## src/rtl/decoder_rr_arbiter.sv

```systemverilog
// Round-robin owner of a shared decoder4: the winner's code is
// captured and driven for DWELL cycles, then a one-cycle done/gap.
module decoder_rr_arbiter #(
  parameter int unsigned DWELL = 4
) (
  input  logic        clk,
  input  logic        rst_n,
  input  logic [3:0]  req,
  input  logic [15:0] code,
  output logic [3:0]  dec_in,
  output logic        dec_en,
  output logic [3:0]  grant,
  output logic [3:0]  done,
  output logic        busy
);

  typedef enum logic {
    IDLE = 1'b0,
    HOLD = 1'b1
  } state_t;

  localparam logic [7:0] CNT_INIT = 8'(DWELL - 1);

  state_t      state_q, state_d;
  logic [1:0]  ptr_q, ptr_d;
  logic [7:0]  cnt_q, cnt_d;
  logic [1:0]  win_q, win_d;
  logic [3:0]  dec_in_q, dec_in_d;
  logic [3:0]  grant_q, grant_d;
  logic [3:0]  done_q, done_d;

  logic [1:0]  pick;
  logic [1:0]  idx;
  logic        found;
  logic [3:0]  pick_code;

  // First set request at or after ptr, wrapping modulo 4
  always_comb begin
    pick  = ptr_q;
    found = 1'b0;
    idx   = '0;
    for (int i = 0; i < 4; i++) begin
      idx = ptr_q + 2'(i);
      if (!found && req[idx]) begin
        pick  = idx;
        found = 1'b1;
      end
    end
  end

  assign pick_code = code[{pick, 2'b00} +: 4];

  always_ff @(posedge clk) begin
    if (!rst_n) begin
      state_q  <= IDLE;
      ptr_q    <= '0;
      cnt_q    <= '0;
      win_q    <= '0;
      dec_in_q <= '0;
      grant_q  <= '0;
      done_q   <= '0;
    end else begin
      state_q  <= state_d;
      ptr_q    <= ptr_d;
      cnt_q    <= cnt_d;
      win_q    <= win_d;
      dec_in_q <= dec_in_d;
      grant_q  <= grant_d;
      done_q   <= done_d;
    end
  end

  always_comb begin
    state_d = state_q;
    unique case (state_q)
      IDLE: if (|req) state_d = HOLD;
      HOLD: if (cnt_q == 8'd0) state_d = IDLE;
      default: state_d = IDLE;
    endcase
  end

  always_comb begin
    ptr_d    = ptr_q;
    cnt_d    = cnt_q;
    win_d    = win_q;
    dec_in_d = dec_in_q;
    grant_d  = grant_q;
    done_d   = '0;
    unique case (state_q)
      IDLE: begin
        if (|req) begin
          win_d    = pick;
          cnt_d    = CNT_INIT;
          dec_in_d = pick_code;
          grant_d  = 4'b0001 << pick;
        end
      end
      HOLD: begin
        if (cnt_q != 8'd0) begin
          cnt_d = cnt_q - 8'd1;
        end else begin
          done_d   = grant_q;
          grant_d  = '0;
          dec_in_d = '0;
          ptr_d    = win_q + 2'd1;
        end
      end
      default: ;
    endcase
  end

  assign dec_in = dec_in_q;
  assign grant  = grant_q;
  assign done   = done_q;
  assign busy   = (state_q == HOLD);
  assign dec_en = (state_q == HOLD);

endmodule

```

## config.mk

```make
export PLATFORM = sky130hd
export DESIGN_NAME = decoder_rr_arbiter
export DESIGN_NICKNAME = d
export VERILOG_FILES = /design/src/rtl/decoder_rr_arbiter.sv
export SDC_FILE = /design/constraint.sdc
export NUM_CORES = 1
export LEC_CHECK = 0
export CAP_MARGIN = 20
export CORE_AREA = 8 8 60 62
export CTS_CLUSTER_SIZE = 10
export DETAILED_ROUTE_END_ITERATION = 10
export DIE_AREA = 0 0 68 70
export GPL_TIMING_DRIVEN = 1
export PLACE_DENSITY = 0.77
export SLEW_MARGIN = 40
export SYNTH_ARGS = -nofsm -noshare
export SYNTH_HDL_FRONTEND = slang
export SYNTH_SLANG_ARGS = --single-unit
```

## constraint.sdc

```tcl
create_clock -name clk -period 1.98 [get_ports clk]
set_input_delay 0.396 -clock clk [delete_from_list [all_inputs] [get_ports clk]]
set_output_delay 0.396 -clock clk [all_outputs]
set_load 0.01 [all_outputs]
```

==> metrics.json, run 1 <==
{
  "global_routing": {
    "groute.usage.overall_pct": 13.2,
    "grt_pass1_vias": 1136,
    "grt_overflow_total": 0,
    "grt_antenna_before_repair": 0,
    "grt_pass1_wl_mm": 5.09,
    "maximum_number_of_pins_on_one_net_before_global_route_repair": 15
  },
  "clocking": {
    "tritoncts.num_buffers": 3,
    "cts_tree": "done",
    "cts_max_level": 1,
    "clkSinkCount": 25,
    "clk_transition_reported_paths_ns": 0.13,
    "clock_tree.root_cell": "sky130_fd_sc_hd__clkbuf_4",
    "ctsLongestPathBuffers": 2,
    "cts.hold.buffers_added": 0,
    "clock_insertion_delay_worst_skew_ns": 0.32
  },
  "logic_synthesis": {
    "synth_top_area_cell": "sky130_fd_sc_hd__dfxtp_1",
    "yosys_warnings": 0,
    "ys_top_cells_by_area": "sky130_fd_sc_hd__dfxtp_1, sky130_fd_sc_hd__mux2i_1, sky130_fd_sc_hd__nand2_1",
    "ys_ff_latch": 25,
    "syn_nets": 157,
    "synth_async_reset_ratio_pct": 0,
    "ys.flop_type": "sky130_fd_sc_hd__dfxtp_1",
    "netlist_top_cells_count": "sky130_fd_sc_hd__dfxtp_1, sky130_fd_sc_hd__nand2_1, sky130_fd_sc_hd__a21oi_1, sky130_fd_sc_hd__mux2i_1, sky130_fd_sc_hd__nor2_1",
    "yosysSeqAreaShare_pct": 42.2,
    "yosys.cell_types.count": 39,
    "synth_edf_count": 0,
    "synth_top_cell_area_share_pct": 42.2,
    "yosys.cell_count.top_type": "sky130_fd_sc_hd__dfxtp_1",
    "syn_inst": 133,
    "netlist_area_um2": 1190,
    "synthesis.area_per_instance_um2": 8.92
  },
  "floorplan": {
    "dieWidth_um": 68,
    "fp.coreArea_um2": 2660,
    "initial_core_util_pct": 44.5,
    "io-pin-count": 36,
    "design.die.area_um2": 4760,
    "die_h_um": 70,
    "num_rows": 19
  },
  "critical_path": {
    "critical_path_start_type": "register",
    "reg2reg_to": "cnt_q[4]",
    "cp.required_ns": 2.25,
    "cp.depth": 7,
    "critical_path.slowest_cell": "sky130_fd_sc_hd__dfxtp_1",
    "critical-path-top-delay-family": "simple AND/OR/NAND/NOR gates",
    "critical_path_buf_inv_count": 1,
    "type_of_destination_of_the_critical_path": "register",
    "timing.critical_path.cells": "inv_1, ha_1, nor3b_2, a21boi_4, nand2_2, or4_1, a21oi_1",
    "reg2reg_depth": 7,
    "cp_slowest_stage_delay_ns": 0.42,
    "reg2reg_slack_ns": 0.12,
    "timing.rr.start": "cnt_q[0]",
    "timing.critical_path.fanout_max": 8,
    "worstSetupPathType": "register to register",
    "arrival_worst_endpoint_ns": 2.12
  },
  "finish": {
    "antennaDiodeCount": 0,
    "area_delta_synth_final_pct": 42.4,
    "drive_gt1_share_pct": 15.4,
    "layout.nets": 207,
    "finish.cell_count_without_fillers": 213,
    "final_util_pct": 63.4
  },
  "power_and_ir_drop": {
    "report.power.total_mw": 1.28,
    "sequentialPowerShare_pct": 47.4,
    "power.ir.vdd_worst_v": 0.000787,
    "static-leakage-power_nw": 0.664,
    "combinationalPowerShare_pct": 34.6,
    "switching_share_pct": 31.9,
    "switchingPower_mw": 0.408,
    "p_int_mw": 0.871,
    "power_density_nw_per_um2": 757,
    "power.clock.fraction_pct": 18.0
  },
  "min_path": {
    "holdCritPathClass": "register to register",
    "timing.hold.worst_endpoint": "dec_in[3]",
    "hold_path_depth": 2,
    "min-delay-start": "dec_in[3]"
  },
  "place": {
    "pre_cts_slack_ns": -0.107,
    "numPortBuffers": 35,
    "dp_hpwl_mm": 2.46,
    "dp.cells": 206,
    "finalWeightedCongestion": 0.846
  },
  "sta": {
    "clock.fmax_mhz": 539,
    "finalClockSkew_ns": 0.00131,
    "finalSetupViolations": 0,
    "drv_slew": 0,
    "worst_pin_slew_ns": 0.521,
    "slew_headroom_pct": 65.0,
    "timing.setup.tns_ns": 0,
    "timing.final.crit_period_ns": 1.86,
    "setup_ws_ns": 0.125,
    "timing.final.hold_violations": 0,
    "rsz_0062_raised_after_global_routing": "no",
    "fin_crit_sh_pct": 93.7
  },
  "detailed_routing": {
    "drt-initial-drc-count": 52,
    "final_antenna_net_count": 0,
    "detail_route.vias_per_cell": 5.33,
    "routed_wire_length_per_instance_um": 14.8,
    "drt_first_pass_iters": 4,
    "dr_total_vias": 1136,
    "totalWireLength_mm": 3.14,
    "remaining_drc_errors": 0
  },
  "job": {
    "drv.max_cap_violation_count": 0
  },
  "run_status": {
    "run_status": "finished, final reports clean"
  }
}
-- worst max path at each step --
stage / to / from
after floorplan: cnt_q[4] / cnt_q[0]
after global placement: dec_in[3] / req[2]
after detailed placement: dec_in[2] / req[3]
after CTS: cnt_q[4] / cnt_q[0]
after global routing: cnt_q[4] / cnt_q[0]
final: cnt_q[4] / cnt_q[0]
-- cells by family (layout without fill, tap and decap cells) --
logic type	count (synthesis)	count (layout)	share of synthesized area [%]
AO/OA/AOI/OAI	29	29	17.3
XOR/XNOR	2	2	1.48
adder cells (fa/ha/maj)	2	2	2.11
buffers and inverters	9	58	3.90
flip-flops	25	25	42.2
multiplexers	10	10	8.65
AND/OR/NAND/NOR	56	56	24.4
-- sequential cells by signal (all words and copies together) (netlist names) --
signal / flops
busy: 1
cnt_q: 8
dec_in: 4
done: 4
grant: 4
ptr_q: 2
win_q: 2
-- layer usage --
metal / GRT usage [%] / vias up / part of all wire (%)
met5: 0 / - / 0
li1: - / 572 / -
met3: 7.02 / 0 / 8.1
met4: 0.683 / 0 / 0
met2: 21.5 / 27 / 49
met1: 15.5 / 537 / 43
-- placed cells by master, fill, tap and decap left out, types with 2 or more instances in the layout --
master                            instances
sky130_fd_sc_hd__clkdlybuf4s50_1         35
sky130_fd_sc_hd__dfxtp_1                 25
sky130_fd_sc_hd__nand2_1                 18
sky130_fd_sc_hd__buf_4                   15
sky130_fd_sc_hd__nor2_1                   8
sky130_fd_sc_hd__a21oi_1                  8
sky130_fd_sc_hd__mux2i_1                  8
sky130_fd_sc_hd__o21ai_0                  5
sky130_fd_sc_hd__and3_1                   5
sky130_fd_sc_hd__nand3_1                  5
sky130_fd_sc_hd__inv_1                    4
sky130_fd_sc_hd__nor3_1                   4
sky130_fd_sc_hd__o221ai_1                 4
sky130_fd_sc_hd__nand2b_1                 3
sky130_fd_sc_hd__a211oi_1                 3
sky130_fd_sc_hd__clkbuf_4                 3
sky130_fd_sc_hd__nor2b_1                  2
sky130_fd_sc_hd__nand3b_1                 2
sky130_fd_sc_hd__o31ai_1                  2
sky130_fd_sc_hd__or3_1                    2
sky130_fd_sc_hd__mux2_2                   2
sky130_fd_sc_hd__ha_1                     2
-- worst min-delay path, delay by kind of cell (launching register included) --
kind	cells	cell delay, ns
AOI/OAI and AO/OA	1	0.06
DFF	1	0.35
and+or+nand+nor	1	0.05
-- through the flow --
stage	hold WS, ns	cell area [um2]
2_1_floorplan	0.449	1190
3_3_place_gp	0.448	1630
3_5_place_dp	0.464	1630
4_1_cts	0.496	1660
5_1_grt	0.522	1690
6_report	0.494	1690
-- power groups by stage --
stage          Combinational [mW]  Clock [mW]  Sequential, mW
2_1_floorplan               0.234           0           0.618
3_3_place_gp                0.406           0           0.614
3_5_place_dp                0.421           0           0.616
4_1_cts                     0.425       0.233           0.605
5_1_grt                     0.475       0.260           0.616
6_report                    0.442       0.231           0.606
-- what timing repair did --
action	in CTS	in global routing
endpoints found under the setup margin	0	10
gates resized for setup	0	1
setup buffers	0	3
-- cell type report --
class | instances | area, um2
fillers | 226 | 973
multi-input cells | 99 | 644
flip-flops and latches | 25 | 500
repair buffers | 50 | 463
well taps | 31 | 38.8
clock buffers | 3 | 22.5
inverters | 4 | 15.0
clock inverters | 1 | 5.00
(Power assumes the default switching activity.)
==> run 2, diff against run 1 <==
--- a/config.mk
+++ b/config.mk
@@ -5,13 +5,16 @@
 export SDC_FILE = /design/constraint.sdc
 export NUM_CORES = 1
 export LEC_CHECK = 0
+export ABC_AREA = 1
 export CAP_MARGIN = 20
-export CORE_AREA = 8 8 60 62
+export CORE_AREA = 8 8 64 66
 export CTS_CLUSTER_SIZE = 10
 export DETAILED_ROUTE_END_ITERATION = 10
-export DIE_AREA = 0 0 68 70
+export DIE_AREA = 0 0 72 74
 export GPL_TIMING_DRIVEN = 1
-export PLACE_DENSITY = 0.77
+export HOLD_SLACK_MARGIN = 0.1
+export PLACE_DENSITY = 0.78
+export SKIP_CTS_REPAIR_TIMING = 1
 export SLEW_MARGIN = 40
 export SYNTH_ARGS = -nofsm -noshare
 export SYNTH_HDL_FRONTEND = slang
==> metrics.json, run 2 <==
{
  "finish": {
    "drive_gt1_share": {"value": 11.9, "unit": "%", "change": "was 15.4%"},
    "largest_register_ff_count": {"value": 8, "change": "unchanged"},
    "fill_cells": {"value": 296, "change": "was 226"},
    "finish.cell_count_without_fillers": {"value": 323, "change": "was 213"},
    "regMostFlops": {"value": "cnt_q", "change": "unchanged"},
    "multi_input_comb_area": {"value": 832, "unit": "um2", "change": "was 644 um2"},
    "layout.nets": {"value": 302, "change": "was 207"},
    "final_common_cell": {"value": "sky130_fd_sc_hd__nand2_1", "change": "was sky130_fd_sc_hd__clkdlybuf4s50_1"},
    "final_util": {"value": 61.7, "unit": "%", "change": "was 63.4%"},
    "antennaDiodeCount": {"value": 0, "change": "unchanged"},
    "area_delta_synth_final": {"value": 32.8, "unit": "%", "change": "was 42.4%"},
    "final-seq-area": {"value": 502, "unit": "um2", "change": "was 500 um2"},
    "most_frequent_cells_in_the_layout": {"value": "sky130_fd_sc_hd__nand2_1, sky130_fd_sc_hd__clkdlybuf4s50_1, sky130_fd_sc_hd__inv_1", "change": "was sky130_fd_sc_hd__clkdlybuf4s50_1, sky130_fd_sc_hd__dfxtp_1, sky130_fd_sc_hd__nand2_1"}
  },
  "floorplan": {
    "design.die.area": {"value": 5330, "unit": "um2", "change": "was 4760 um2"},
    "initial_core_util": {"value": 46.5, "unit": "%", "change": "was 44.5%"},
    "die_h": {"value": 74, "unit": "um", "change": "was 70 um"},
    "num_rows": {"value": 21, "change": "was 19"},
    "dieWidth": {"value": 72, "unit": "um", "change": "was 68 um"},
    "io-pin-count": {"value": 36, "change": "unchanged"},
    "fp.coreArea": {"value": 3180, "unit": "um2", "change": "was 2660 um2"}
  },
  "sta": {
    "clock.fmax": {"value": 568, "unit": "MHz", "change": "was 539 MHz"},
    "finalSetupViolations": {"value": 0, "change": "unchanged"},
    "timing.final.hold_violations": {"value": 0, "change": "unchanged"},
    "drv_slew": {"value": 0, "change": "unchanged"},
    "fin_crit_sh": {"value": 88.9, "unit": "%", "change": "was 93.7%"},
    "finalClockSkew": {"value": 0.0149, "unit": "ns", "change": "was 0.00131 ns"},
    "worst_pin_slew": {"value": 0.358, "unit": "ns", "change": "was 0.521 ns"},
    "slew_headroom": {"value": 76.1, "unit": "%", "change": "was 65.0%"},
    "setup_ws": {"value": 0.220, "unit": "ns", "change": "was 0.125 ns"},
    "timing.final.crit_period": {"value": 1.76, "unit": "ns", "change": "was 1.86 ns"},
    "rsz_0062_raised_after_global_routing": {"value": "no", "change": "unchanged"},
    "timing.setup.tns": {"value": 0, "unit": "ns", "change": "unchanged"}
  },
  "power_and_ir_drop": {
    "power.ir.vdd_worst": {"value": 0.000423, "unit": "V", "change": "was 0.000787 V"},
    "report.power.total": {"value": 1.73, "unit": "mW", "change": "was 1.28 mW"},
    "static-leakage-power": {"value": 0.948, "unit": "nW", "change": "was 0.664 nW"},
    "power_density": {"value": 881, "unit": "nW/um2", "change": "was 757 nW/um2"}
  },
  "detailed_routing": {
    "dr_total_vias": {"value": 1509, "change": "was 1136"},
    "wl_met2": {"value": 1.65, "unit": "mm", "change": "was 1.54 mm"},
    "dr.max_layer_used": {"value": "met4", "change": "was met3"},
    "routed_wire_length_per_instance": {"value": 10.7, "unit": "um", "change": "was 14.8 um"},
    "drt-initial-drc-count": {"value": 109, "change": "was 52"},
    "final_antenna_net_count": {"value": 0, "change": "unchanged"},
    "wl_met3": {"value": 139, "unit": "um", "change": "was 256 um"},
    "wl_met1": {"value": 1.63, "unit": "mm", "change": "was 1.35 mm"},
    "drt_first_pass_iters": {"value": 4, "change": "unchanged"},
    "remaining_drc_errors": {"value": 0, "change": "unchanged"},
    "totalWireLength": {"value": 3.46, "unit": "mm", "change": "was 3.14 mm"},
    "detail_route.vias_per_cell": {"value": 4.67, "change": "was 5.33"}
  },
  "critical_path": {
    "type_of_destination_of_the_critical_path": {"value": "register", "change": "unchanged"},
    "timing.critical_path.cells": {"value": "clkdlybuf4s50_1, nand2_1, nand2_1, nand2_1, nand2_2, nand3_2, nand2_2, nand2_4, buf_4, nand3_1, nand2_1, nand2_1, nand2_1, nand2_1, nand2_1", "change": "was inv_1, ha_1, nor3b_2, a21boi_4, nand2_2, or4_1, a21oi_1"},
    "worstSetupPathType": {"value": "primary input to register", "change": "was register to register"},
    "cp_slowest_stage_delay": {"value": 0.51, "unit": "ns", "change": "was 0.42 ns"},
    "critical_path.slowest_cell": {"value": "sky130_fd_sc_hd__clkdlybuf4s50_1", "change": "was sky130_fd_sc_hd__dfxtp_1"},
    "timing.critical_path.fanout_max": {"value": 4, "change": "was 8"},
    "path_common_cell": "sky130_fd_sc_hd__nand2_1",
    "arrival_worst_endpoint": {"value": 2.00, "unit": "ns", "change": "was 2.12 ns"},
    "critical_path_start_type": {"value": "primary input", "change": "was register"},
    "critical_path_buf_inv_count": {"value": 2, "change": "was 1"},
    "cp.required": {"value": 2.22, "unit": "ns", "change": "was 2.25 ns"},
    "critical-path-top-delay-family": {"value": "simple AND/OR/NAND/NOR gates", "change": "unchanged"}
  },
  "min_path": {
    "holdCritPathClass": {"value": "register to register", "change": "unchanged"}
  },
  "logic_synthesis": {
    "synth_edf_count": {"value": 0, "change": "unchanged"},
    "yosys_warnings": {"value": 0, "change": "unchanged"},
    "synthesis.area_per_instance": {"value": 6.37, "unit": "um2", "change": "was 8.92 um2"},
    "yosys.cell_count.top_type": {"value": "sky130_fd_sc_hd__nand2_1", "change": "was sky130_fd_sc_hd__dfxtp_1"},
    "yosysSeqAreaShare": {"value": 33.9, "unit": "%", "change": "was 42.2%"},
    "ys.flop_type": {"value": "sky130_fd_sc_hd__dfxtp_1", "change": "unchanged"},
    "synth_async_reset_ratio": {"value": 0, "unit": "%", "change": "unchanged"},
    "ys_top_cells_by_area": {"value": "sky130_fd_sc_hd__dfxtp_1, sky130_fd_sc_hd__nand2_1, sky130_fd_sc_hd__nand3_1", "change": "was sky130_fd_sc_hd__dfxtp_1, sky130_fd_sc_hd__mux2i_1, sky130_fd_sc_hd__nand2_1"},
    "syn_nets": {"value": 256, "change": "was 157"},
    "yosys.cell_types.count": {"value": 26, "change": "was 39"},
    "ys_ff_latch": {"value": 25, "change": "unchanged"},
    "synth_top_area_cell": {"value": "sky130_fd_sc_hd__dfxtp_1", "change": "unchanged"},
    "synth_top_cell_area_share": {"value": 33.9, "unit": "%", "change": "was 42.2%"},
    "netlist_area": {"value": 1480, "unit": "um2", "change": "was 1190 um2"},
    "syn_inst": {"value": 232, "change": "was 133"},
    "netlist_top_cells_count": {"value": "sky130_fd_sc_hd__nand2_1, sky130_fd_sc_hd__inv_1, sky130_fd_sc_hd__dfxtp_1, sky130_fd_sc_hd__nand3_1, sky130_fd_sc_hd__nor2_1", "change": "was sky130_fd_sc_hd__dfxtp_1, sky130_fd_sc_hd__nand2_1, sky130_fd_sc_hd__a21oi_1, sky130_fd_sc_hd__mux2i_1, sky130_fd_sc_hd__nor2_1"}
  },
  "clocking": {
    "clock_tree.root_cell": {"value": "sky130_fd_sc_hd__clkbuf_4", "change": "unchanged"},
    "cts_tree": {"value": "done", "change": "unchanged"},
    "clock_insertion_delay_worst_skew": {"value": 0.32, "unit": "ns", "change": "about the same"},
    "clkSinkCount": {"value": 25, "change": "unchanged"},
    "ctsLongestPathBuffers": {"value": 2, "change": "unchanged"},
    "tritoncts.num_buffers": {"value": 3, "change": "unchanged"},
    "clk_transition_reported_paths": {"value": 0.14, "unit": "ns", "change": "was 0.13 ns"},
    "cts_max_level": {"value": 1, "change": "unchanged"}
  },
  "global_routing": {
    "grt_pass1_vias": {"value": 1455, "change": "was 1136"},
    "grt_antenna_before_repair": {"value": 0, "change": "unchanged"},
    "grt_overflow_total": {"value": 0, "change": "unchanged"},
    "maximum_number_of_pins_on_one_net_before_global_route_repair": {"value": 16, "change": "was 15"},
    "groute.usage.overall": {"value": 13.8, "unit": "%", "change": "was 13.2%"},
    "grt_pass1_wl": {"value": 6.18, "unit": "mm", "change": "was 5.09 mm"}
  },
  "place": {
    "dp_hpwl": {"value": 2.80, "unit": "mm", "change": "was 2.46 mm"},
    "pre_cts_slack": {"value": -0.124, "unit": "ns", "change": "was -0.107 ns"},
    "numPortBuffers": {"value": 35, "change": "unchanged"},
    "dp.cells": {"value": 319, "change": "was 206"},
    "finalWeightedCongestion": {"value": 0.828, "change": "was 0.846"}
  },
  "run_status": {
    "run_status": {"value": "finished, final reports clean", "change": "unchanged"}
  },
  "job": {
    "drv.max_cap_violation_count": {"value": 0, "change": "unchanged"}
  }
}
[run 2: layout make-up]
type | instances | share of cell area [%]
sequential | 25 | 25.6
clock inverter | 1 | 0.383
clock buffer | 3 | 1.15
multi-input combinational | 174 | 42.4
tap | 46 | 2.93
inverter | 28 | 5.48
timing repair buffer | 46 | 22.1
[run 2: metrics by stage]
stage	instance area [um2]	hold slack, ns
2_1_floorplan	1480	0.443
3_3_place_gp	1920	0.432
3_5_place_dp	1920	0.436
4_1_cts	1950	0.454
5_1_grt	1960	0.477
6_report	1960	0.453
[run 2: worst paths after layout]
path,from,end,slack [ns],cells after the start
setup / recovery,req[0],dec_in[3],0.22,15
hold / removal,grant[0],done[0],0.45,2
setup reg to reg,cnt_q[0],cnt_q[7],0.27,10
hold reg to reg,grant[0],done[0],0.45,2
[run 2: cells by family (layout without fill, tap and decap cells)]
family	count (synthesis)	in the layout	synth area share, %
compound gates	25	25	10.2
fa+ha+maj	2	2	1.69
flops	25	25	33.9
xor+xnor	2	2	1.19
buf+inv	33	78	10.3
simple gates	145	145	42.8
[run 2: worst reg2reg max path: cells and delay by family (launching register included)]
family | cells | cell delay (ns)
flip-flops | 1 | 0.32
adder cells (fa/ha/maj) | 1 | 0.19
AND/OR/NAND/NOR | 3 | 0.35
buffers and inverters | 3 | 0.33
AO/OA/AOI/OAI | 3 | 0.47
[run 2: power by group]
| group | leakage, nW | total [mW] | switching, mW | internal (mW) |
|---|---|---|---|---|
| Clock | 0.0139 | 0.230 | 0.153 | 0.0771 |
| Combinational | 0.729 | 0.862 | 0.490 | 0.372 |
| Sequential | 0.205 | 0.635 | 0.0550 | 0.580 |
| Total | 0.948 | 1.73 | 0.698 | 1.03 |
[run 2: routing by layer]
layer / GRT usage [%] / up-vias
met1: 15.8 / 663
met3: 3.10 / 4
li1: - / 822
met2: 25.1 / 20
met4: 4.31 / 0
met5: 0 / -
==> run 3, diff against run 2 <==
--- a/config.mk
+++ b/config.mk
@@ -5,15 +5,14 @@
 export SDC_FILE = /design/constraint.sdc
 export NUM_CORES = 1
 export LEC_CHECK = 0
-export ABC_AREA = 1
 export CAP_MARGIN = 20
-export CORE_AREA = 8 8 64 66
+export CORE_AREA = 8 8 60 62
 export CTS_CLUSTER_SIZE = 10
 export DETAILED_ROUTE_END_ITERATION = 10
-export DIE_AREA = 0 0 72 74
+export DIE_AREA = 0 0 68 70
 export GPL_TIMING_DRIVEN = 1
 export HOLD_SLACK_MARGIN = 0.1
-export PLACE_DENSITY = 0.78
+export PLACE_DENSITY = 0.77
 export SKIP_CTS_REPAIR_TIMING = 1
 export SLEW_MARGIN = 40
 export SYNTH_ARGS = -nofsm -noshare
==> results of run 3 <==
No change in the layout: final DEF, timing and power equal those of run 1.
